`config.mk`:
```
export PLATFORM = sky130hd
export DESIGN_NAME = rob
export DESIGN_NICKNAME = d
export VERILOG_FILES = /design/src/rtl/rob_pkg.sv /design/src/rtl/rob_complete_cam.sv /design/src/rtl/rob.sv
export SDC_FILE = /design/constraint.sdc
export NUM_CORES = 2
export LEC_CHECK = 0
export BUFFER_PORTS_ARGS = -buffer_cell sky130_fd_sc_hd__buf_2
export CAP_MARGIN = 30
export CORE_ASPECT_RATIO = 0.8
export CORE_MARGIN = 1.5
export CORE_UTILIZATION = 50
export DETAILED_ROUTE_END_ITERATION = 10
export PLACE_DENSITY = 0.72
export SLEW_MARGIN = 20
export SYNTH_ARGS = -nofsm -noshare
export SYNTH_HDL_FRONTEND = slang
export SYNTH_SLANG_ARGS = --single-unit
```
`constraint.sdc`:
```
create_clock -name clock -period 5.97 [get_ports clock]
set_input_delay 0.597 -clock clock [delete_from_list [all_inputs] [get_ports clock]]
set_output_delay 0.597 -clock clock [all_outputs]
set_load 0.05 [all_outputs]
```
`src/rtl/rob_pkg.sv`:
```
// Shared types and widths for the 2-wide reorder buffer.
package rob_pkg;
  localparam int PR_TAG_W      = 7;
  localparam int AR_W          = 5;
  localparam int DEF_ROB_SIZE  = 32;
  localparam int DEF_ROB_IDX_W = 5;

  localparam logic [PR_TAG_W-1:0] NULL_TAG = 7'd0;

  typedef struct packed {
    logic                valid;
    logic                complete;
    logic [PR_TAG_W-1:0] pr;
    logic [PR_TAG_W-1:0] old_pr;
    logic [AR_W-1:0]     ar;
  } rob_entry_t;
endpackage

```
`src/rtl/rob_complete_cam.sv`:
```
// Matches both CDB tags against every waiting ROB entry.
module rob_complete_cam
  import rob_pkg::*;
#(
  parameter int ROB_SIZE = DEF_ROB_SIZE
) (
  input  logic [ROB_SIZE-1:0][PR_TAG_W-1:0] pr,
  input  logic [ROB_SIZE-1:0]               valid,
  input  logic [ROB_SIZE-1:0]               complete,
  input  logic                              cdb_valid_0,
  input  logic [PR_TAG_W-1:0]               cdb_tag_0,
  input  logic                              cdb_valid_1,
  input  logic [PR_TAG_W-1:0]               cdb_tag_1,
  output logic [ROB_SIZE-1:0]               set_complete
);
  always_comb begin
    set_complete = '0;
    for (int i = 0; i < ROB_SIZE; i++) begin
      set_complete[i] = valid[i] & ~complete[i] &
        ((cdb_valid_0 & (pr[i] == cdb_tag_0)) |
         (cdb_valid_1 & (pr[i] == cdb_tag_1)));
    end
  end
endmodule

```
`src/rtl/rob.sv`:
```
// 2-wide in-order reorder buffer with CDB completion.
// Optional ROB_FLUSH_EN adds a rob_flush port that empties the buffer.
module rob
  import rob_pkg::*;
#(
  parameter int ROB_SIZE  = DEF_ROB_SIZE,
  parameter int ROB_IDX_W = DEF_ROB_IDX_W
) (
  input  logic                clock,
  input  logic                reset,
`ifdef ROB_FLUSH_EN
  input  logic                rob_flush,
`endif
  input  logic [1:0]          id_dispatch_num,
  input  logic [PR_TAG_W-1:0] fl_rob_pr0,
  input  logic [PR_TAG_W-1:0] fl_rob_pr1,
  input  logic [PR_TAG_W-1:0] mt_rob_old_pr0,
  input  logic [PR_TAG_W-1:0] mt_rob_old_pr1,
  input  logic [AR_W-1:0]     id_rob_ar0,
  input  logic [AR_W-1:0]     id_rob_ar1,
  input  logic                cdb_valid_0,
  input  logic                cdb_valid_1,
  input  logic [PR_TAG_W-1:0] cdb_tag_0,
  input  logic [PR_TAG_W-1:0] cdb_tag_1,
  output logic [1:0]          rob_free_num,
  output logic [1:0]          rob_retire_num,
  output logic [PR_TAG_W-1:0] rob_retire_tag_0,
  output logic [PR_TAG_W-1:0] rob_retire_tag_1,
  output logic [PR_TAG_W-1:0] rob_retire_pr_0,
  output logic [PR_TAG_W-1:0] rob_retire_pr_1,
  output logic [AR_W-1:0]     rob_retire_ar_0,
  output logic [AR_W-1:0]     rob_retire_ar_1
);
  rob_entry_t ent [ROB_SIZE];

  logic [ROB_IDX_W-1:0] head;
  logic [ROB_IDX_W-1:0] tail;
  logic [ROB_IDX_W:0]   count;
  logic [ROB_IDX_W-1:0] head1;
  logic [ROB_IDX_W-1:0] tail1;
  logic [ROB_IDX_W:0]   room;
  logic [1:0]           disp;
  logic [1:0]           acc;
  logic                 ret0;
  logic                 ret1;

  logic [ROB_SIZE-1:0][PR_TAG_W-1:0] pr_vec;
  logic [ROB_SIZE-1:0]               valid_vec;
  logic [ROB_SIZE-1:0]               complete_vec;
  logic [ROB_SIZE-1:0]               set_complete;

  always_comb begin
    pr_vec       = '0;
    valid_vec    = '0;
    complete_vec = '0;
    for (int i = 0; i < ROB_SIZE; i++) begin
      pr_vec[i]       = ent[i].pr;
      valid_vec[i]    = ent[i].valid;
      complete_vec[i] = ent[i].complete;
    end
  end

  rob_complete_cam #(
    .ROB_SIZE(ROB_SIZE)
  ) u_cam (
    .pr          (pr_vec),
    .valid       (valid_vec),
    .complete    (complete_vec),
    .cdb_valid_0 (cdb_valid_0),
    .cdb_tag_0   (cdb_tag_0),
    .cdb_valid_1 (cdb_valid_1),
    .cdb_tag_1   (cdb_tag_1),
    .set_complete(set_complete)
  );

  assign head1 = head + 1'b1;
  assign tail1 = tail + 1'b1;

  // Free space uses the pre-retire count, so a full ROB never accepts.
  assign room = (ROB_IDX_W+1)'(ROB_SIZE) - count;
  assign rob_free_num = (room >= 2) ? 2'd2 : room[1:0];

  assign disp = (id_dispatch_num == 2'd3) ? 2'd2 : id_dispatch_num;
  assign acc  = (disp > rob_free_num) ? rob_free_num : disp;

  assign ret0 = ent[head].valid & ent[head].complete;
  assign ret1 = ret0 & ent[head1].valid & ent[head1].complete;

  assign rob_retire_num   = ret1 ? 2'd2 : (ret0 ? 2'd1 : 2'd0);
  assign rob_retire_tag_0 = ret0 ? ent[head].old_pr  : NULL_TAG;
  assign rob_retire_pr_0  = ret0 ? ent[head].pr      : NULL_TAG;
  assign rob_retire_ar_0  = ret0 ? ent[head].ar      : '0;
  assign rob_retire_tag_1 = ret1 ? ent[head1].old_pr : NULL_TAG;
  assign rob_retire_pr_1  = ret1 ? ent[head1].pr     : NULL_TAG;
  assign rob_retire_ar_1  = ret1 ? ent[head1].ar     : '0;

  always_ff @(posedge clock) begin
`ifdef ROB_FLUSH_EN
    if (reset || rob_flush) begin
`else
    if (reset) begin
`endif
      head  <= '0;
      tail  <= '0;
      count <= '0;
      for (int i = 0; i < ROB_SIZE; i++) begin
        ent[i].valid    <= 1'b0;
        ent[i].complete <= 1'b0;
      end
    end else begin
      head  <= head + ROB_IDX_W'(rob_retire_num);
      tail  <= tail + ROB_IDX_W'(acc);
      count <= count + (ROB_IDX_W+1)'(acc)
                     - (ROB_IDX_W+1)'(rob_retire_num);
      for (int i = 0; i < ROB_SIZE; i++) begin
        if (set_complete[i]) ent[i].complete <= 1'b1;
      end
      if (ret0) begin
        ent[head].valid    <= 1'b0;
        ent[head].complete <= 1'b0;
      end
      if (ret1) begin
        ent[head1].valid    <= 1'b0;
        ent[head1].complete <= 1'b0;
      end
      if (acc != 2'd0) begin
        ent[tail] <= '{1'b1, 1'b0, fl_rob_pr0,
                       mt_rob_old_pr0, id_rob_ar0};
      end
      if (acc == 2'd2) begin
        ent[tail1] <= '{1'b1, 1'b0, fl_rob_pr1,
                        mt_rob_old_pr1, id_rob_ar1};
      end
    end
  end
endmodule

```
After elaboration in Yosys (flattened, before gate mapping)
Memories as Yosys holds them, arrays and structs flattened. A register that Yosys moved wholly into a read port is not among the register bits. Cells that the tools add are included.

Flip-flop bits (word level): 16. RAM bits: 672. Input port bits: 58. Output and inout bits: 42. Word-level logic and storage cells: 461. Memories: 1.

Memories: ent (depth 32, bits a word 21, read ports 34, clocked after Yosys merged registers in 1, wr ports 36, RTL line rob.sv:34) `rob_entry_t ent [ROB_SIZE];`.

Add/sub/neg operators: 7. $lt $le $gt $ge: 2. Equal/unequal tests: 66. Mux-type cells: 154. Bitwise operators: 227. Reduce and logical (&&, ||, !) cells: 1.

Operator list (number): $eq A7 B7 Y1 (64); $mux W1 (143); $and A1 B1 Y1 (131); $or A1 B1 Y1 (64); $not A1 Y1 (32); $mux W7 (4); $mux W5 (3); $add A5 B1 Y5 const B (2); $add A5 B2 Y5 (2); $mux W2 (4); $add A6 B2 Y6 (1); $ge A6 B2 Y1 const B (1); $sub A6 B2 Y6 (1); $sub A6 B6 Y6 const A (1); $eq A2 B2 Y1 const B (2); $gt A2 B2 Y1 (1); $reduce_bool A2 Y1 (1).

Depth between registers and ports, before layout
Depth after elaboration: 9. Mapped depth: 26.

Cells and area by module
A second synthesis with hierarchy kept.

Cells, all modules: 3820. Area, all modules: 46420.8 um^2.

By module, submodules not included: rob (instances 1, cells an instance 3060, area each 40530.1 um^2); rob_complete_cam (instances 1, cells an instance 760, area each 5890.6 um^2).

Worst setup path before layout
Ideal clock, no wire load.

Path type: reg2out. Start: register head[1]. End: output port rob_retire_ar_1[4]. Arrival: 5.095 ns. Setup slack: 0.278 ns. Stages on the path, launching flop included: 18. Path buffers: 10. Path through: dfxtp_1 > buf_2 > buf_4 > buf_4 > buf_2 > buf_1 > inv_1 > ha_1 > buf_2 > buf_2 > buf_2 > buf_2 > buf_2 > mux4_2 > nand2_1 > nand3_1 > o21ai_0 > nor4_1.

Cells in the longest elaborated chain, start to end: 5.

Ends and longest elaborated chain: start, declared (RTL line rob.sv:36) `logic [ROB_IDX_W-1:0] head;`; start signal, assigned (RTL line rob.sv:111) `head <= head + ROB_IDX_W'(rob_retire_num);`; $add A5 B1 Y5 * (RTL line rob.sv:76) `assign head1 = head + 1'b1;`; $mem_v2 Z32 W21 *; $and A1 B1 Y1 (2 in series) (RTL line rob.sv:87) `assign ret1 = ret0 & ent[head1].valid & ent[head1].complete;`; $mux W5 * (RTL line rob.sv:95) `assign rob_retire_ar_1 = ret1 ? ent[head1].ar : '0;`; end, declared (RTL line rob.sv:32) `output logic [AR_W-1:0] rob_retire_ar_1`.

Mark *: on every way between the ends. The rest lies on a longest branch, timed or not.

Worst setup path after layout
Start: register head[2]. End: output port rob_retire_pr_1[6].

Cells in the longest elaborated chain, start to end: 5.

Ends and longest elaborated chain: $add A5 B1 Y5 * (RTL line rob.sv:76); $mem_v2 Z32 W21 *; $and A1 B1 Y1 (2 in series) (RTL line rob.sv:87); $mux W7 * (RTL line rob.sv:94) `assign rob_retire_pr_1 = ret1 ? ent[head1].pr : NULL_TAG;`; end, declared (RTL line rob.sv:30) `output logic [PR_TAG_W-1:0] rob_retire_pr_1,`.

Marked as above.

==> results.py <==
metrics = {
    "cells_and_area": {
        "fillers": 7296,
        "antenna_cells": 0,
        "design_area_um2": 49720,
        "multi_input_area_um2": 23450,
        "final_util_pct": 55.55,
        "regArea_um2": 19870,
        "drive_gt1_share_pct": 21.97,
        "syn2layout_area_growth_pct": 9.849,
        "fin_nets": 3662,
    },
    "synthesis": {
        "ys.warnings.count": 0,
        "synthArstFlopShare_pct": 0,
        "synth.avg_cell_area_um2": 12.29,
        "synthesis.nets": 3766,
        "ys.flop_type": "edfxtp_1",
        "ys_types": 75,
        "post-synth-top-count-cell": "edfxtp_1",
        "synth_edf_count": 608,
        "synth_area_leaders": "edfxtp_1 (40%), mux4_2 (17%), a22o_1 (10%)",
        "synth-seq-cells": 688,
        "synth-seq-area-share_pct": 43.87,
        "synth_common_cells": "edfxtp_1 (608), a22o_1 (526), mux4_2 (333), xnor2_1 (267), clkbuf_1 (246)",
        "yosysTopAreaCell": "edfxtp_1",
        "synthDominantCellAreaShare_pct": 40.34,
        "syn-cell-area_um2": 45260,
        "synthCells": 3684,
    },
    "die": {
        "die_area_um2": 92350,
        "dieHeight_um": 272.1,
        "io-pin-count": 100,
        "core_um2": 89510,
        "die_w_um": 339.4,
        "rows": 98,
        "initial_utilization_pct": 50.57,
    },
    "drt": {
        "vias": 37440,
        "wl_per_cell_um": 37.80,
        "drt-initial-drc-count": 6944,
        "wirelength_um": 182800,
        "ant_nets": 0,
        "via_per_inst": 7.740,
        "drcViolationCount": 0,
        "firstDrtPassIters": 7,
    },
    "clock_tree": {
        "post_cts_buffers": 0,
        "path_clk_slew_ps": 60,
        "clk_latency_ps": 650,
        "cts_sinks": 688,
        "clockBufferDepth": 3,
        "numCtsBuffers": 74,
        "postCtsResizedCells": 0,
        "cts_tree": "done",
        "cts-htree-levels": 3,
        "ctsRootBufferMaster": "clkbuf_16",
        "cts_hold_buffers": 0,
    },
    "timing": {
        "fmax_mhz": 178.2,
        "tightest_slew_ps": 1230,
        "period_share_pct": 94.00,
        "rsz0062_at_grt": "no",
        "min_period_ps": 5612,
        "setup_viol": 0,
        "finalSetupTns_ps": 0,
        "finClkSkew_ps": 18.45,
        "max_slew_margin_pct": 17.97,
        "slew_violations": 0,
        "hold_viol": 0,
    },
    "placed_design": {
        "routabilityCongestion": 1.067,
        "place_area_um2": 47120,
        "port_buffers": 99,
        "dp_hpwl_um": 118900,
    },
    "flow_run": {
        "cap_violations": 0,
    },
    "critical_path": {
        "path_max_fanout": 39,
        "startpoint_type": "register",
        "cp-end-kind": "output pin",
        "arrival_ps": 5010,
        "crit_chain": "xor2_4 > buf_4 > mux2i_1 > a222oi_1 > nand4_2 > or2_1 > buf_4 > nor4_1 > buf_12",
        "critPathMaxStageDelay_ps": 940,
        "critPathKind": "register to output pin",
        "cp_common_cell": "buf_4",
        "cp.required_ps": 5370,
        "critPathSlowestCell": "dfxtp_1",
    },
    "global_routing": {
        "grt_pass1_wl_um": 258400,
        "overflow": 0,
        "antenna_found_initial": 7,
        "grt_max_degree": 142,
        "gr-usage-all-layers_pct": 38.90,
        "grt_pass1_vias": 34600,
    },
    "run_status": {
        "status": "complete, no violations",
    },
    "worst_hold_path": {
        "hold_path_class": "input pin to register",
    },
    "pwr": {
        "peakVddDrop_uv": 272.9,
        "total_power_mw": 12.61,
        "p_per_area_nw_per_um2": 253.7,
        "p_leak_nw": 16.35,
    },
}
## sequential cells by signal, summed over array words and instances, names as in the netlist
name and cells:
ent 672, count 6, head 5, tail 5
## worst paths after layout
path                from                  to  slack [ps]  cells after the start
max              head[2]  rob_retire_pr_1[6]         360                      9
min                reset            count[1]         320                      2
max reg2reg     count[0]         ent[23][19]         710                     16
min reg2reg  ent[21][20]         ent[21][20]         520                      2
## critical path, delay by kind of cell, from the launching register on
kind | cells | cell delay, ps
multiplexers | 1 | 220
flip-flops | 1 | 940
AO/OA/AOI/OAI | 1 | 430
XOR/XNOR | 1 | 240
buffers and inverters | 3 | 1120
AND/OR/NAND/NOR | 3 | 1390
## metrics by stage
stage | worst slack [ps] | instances | hold WS, ps
after global routing | 338.2 | 4837 | 347.6
final | 358.1 | 4837 | 318.9
after detailed placement | 844.9 | 4693 | 496.2
after floorplan | 278.4 | 3684 | 456.2
after CTS | 586.3 | 4826 | 297.7
after global placement | 990.1 | 4670 | 485.5
## metal layers
metal	part of all wire (%)	GRT usage (%)	vias up
li1	-	-	14420
met1	34	52.38	18370
met2	40	53.52	3960
met3	20	17.41	673
met4	6.0	18.09	14
met5	0.056	0.4065	-
## logic make-up (layout without fill, tap and decap cells)
family                     after synthesis  after routing  share of synthesized area [%]
buffers and inverters                  516            469                          4.760
DFF                                    688            688                          43.87
AOI/OAI and AO/OA                      928            928                          16.28
muxes                                  375            375                          17.50
adders and majority gates               24             24                         0.7298
xor gates and xnor gates               465            465                          8.997
and+or+nand+nor                        688            688                          7.867
## area by class of cell
cell class / instances / share of cell area, %
Inverter: 70 / 0.5284
Sequential cell: 688 / 39.95
Clock buffer: 91 / 3.956
Clock inverter: 42 / 0.8681
Multi-Input combinational cell: 2480 / 47.17
Tap cell: 1200 / 3.020
Timing Repair Buffer: 266 / 4.504
## placed cells by master, fill, tap and decap left out, types with 10 or more instances in the layout
cell	count
a21oi_1	72
a22o_1	526
a32o_1	44
a32oi_1	17
and3_1	17
buf_12	17
buf_2	94
buf_4	131
buf_8	12
clkbuf_1	13
clkbuf_16	75
clkinv_1	12
clkinv_2	12
dfxtp_1	78
edfxtp_1	608
ha_1	19
inv_1	69
mux2i_1	42
mux4_2	333
nand2_1	158
nand2b_1	12
nand3_1	28
nand4_1	98
nor2_1	140
nor2_2	31
nor2b_1	13
nor3_1	24
nor3_2	10
nor4_1	57
o21ai_0	73
o22ai_1	85
o41ai_1	13
or3_1	14
or4_1	22
xnor2_1	264
xor2_1	197
## report_power, final
| part | switching (mW) | internal [mW] |
|---|---|---|
| registers | 0.133 | 5.34 |
| clock network | 2.10 | 2.67 |
| logic | 1.48 | 0.893 |
(Power assumes the default switching activity.)
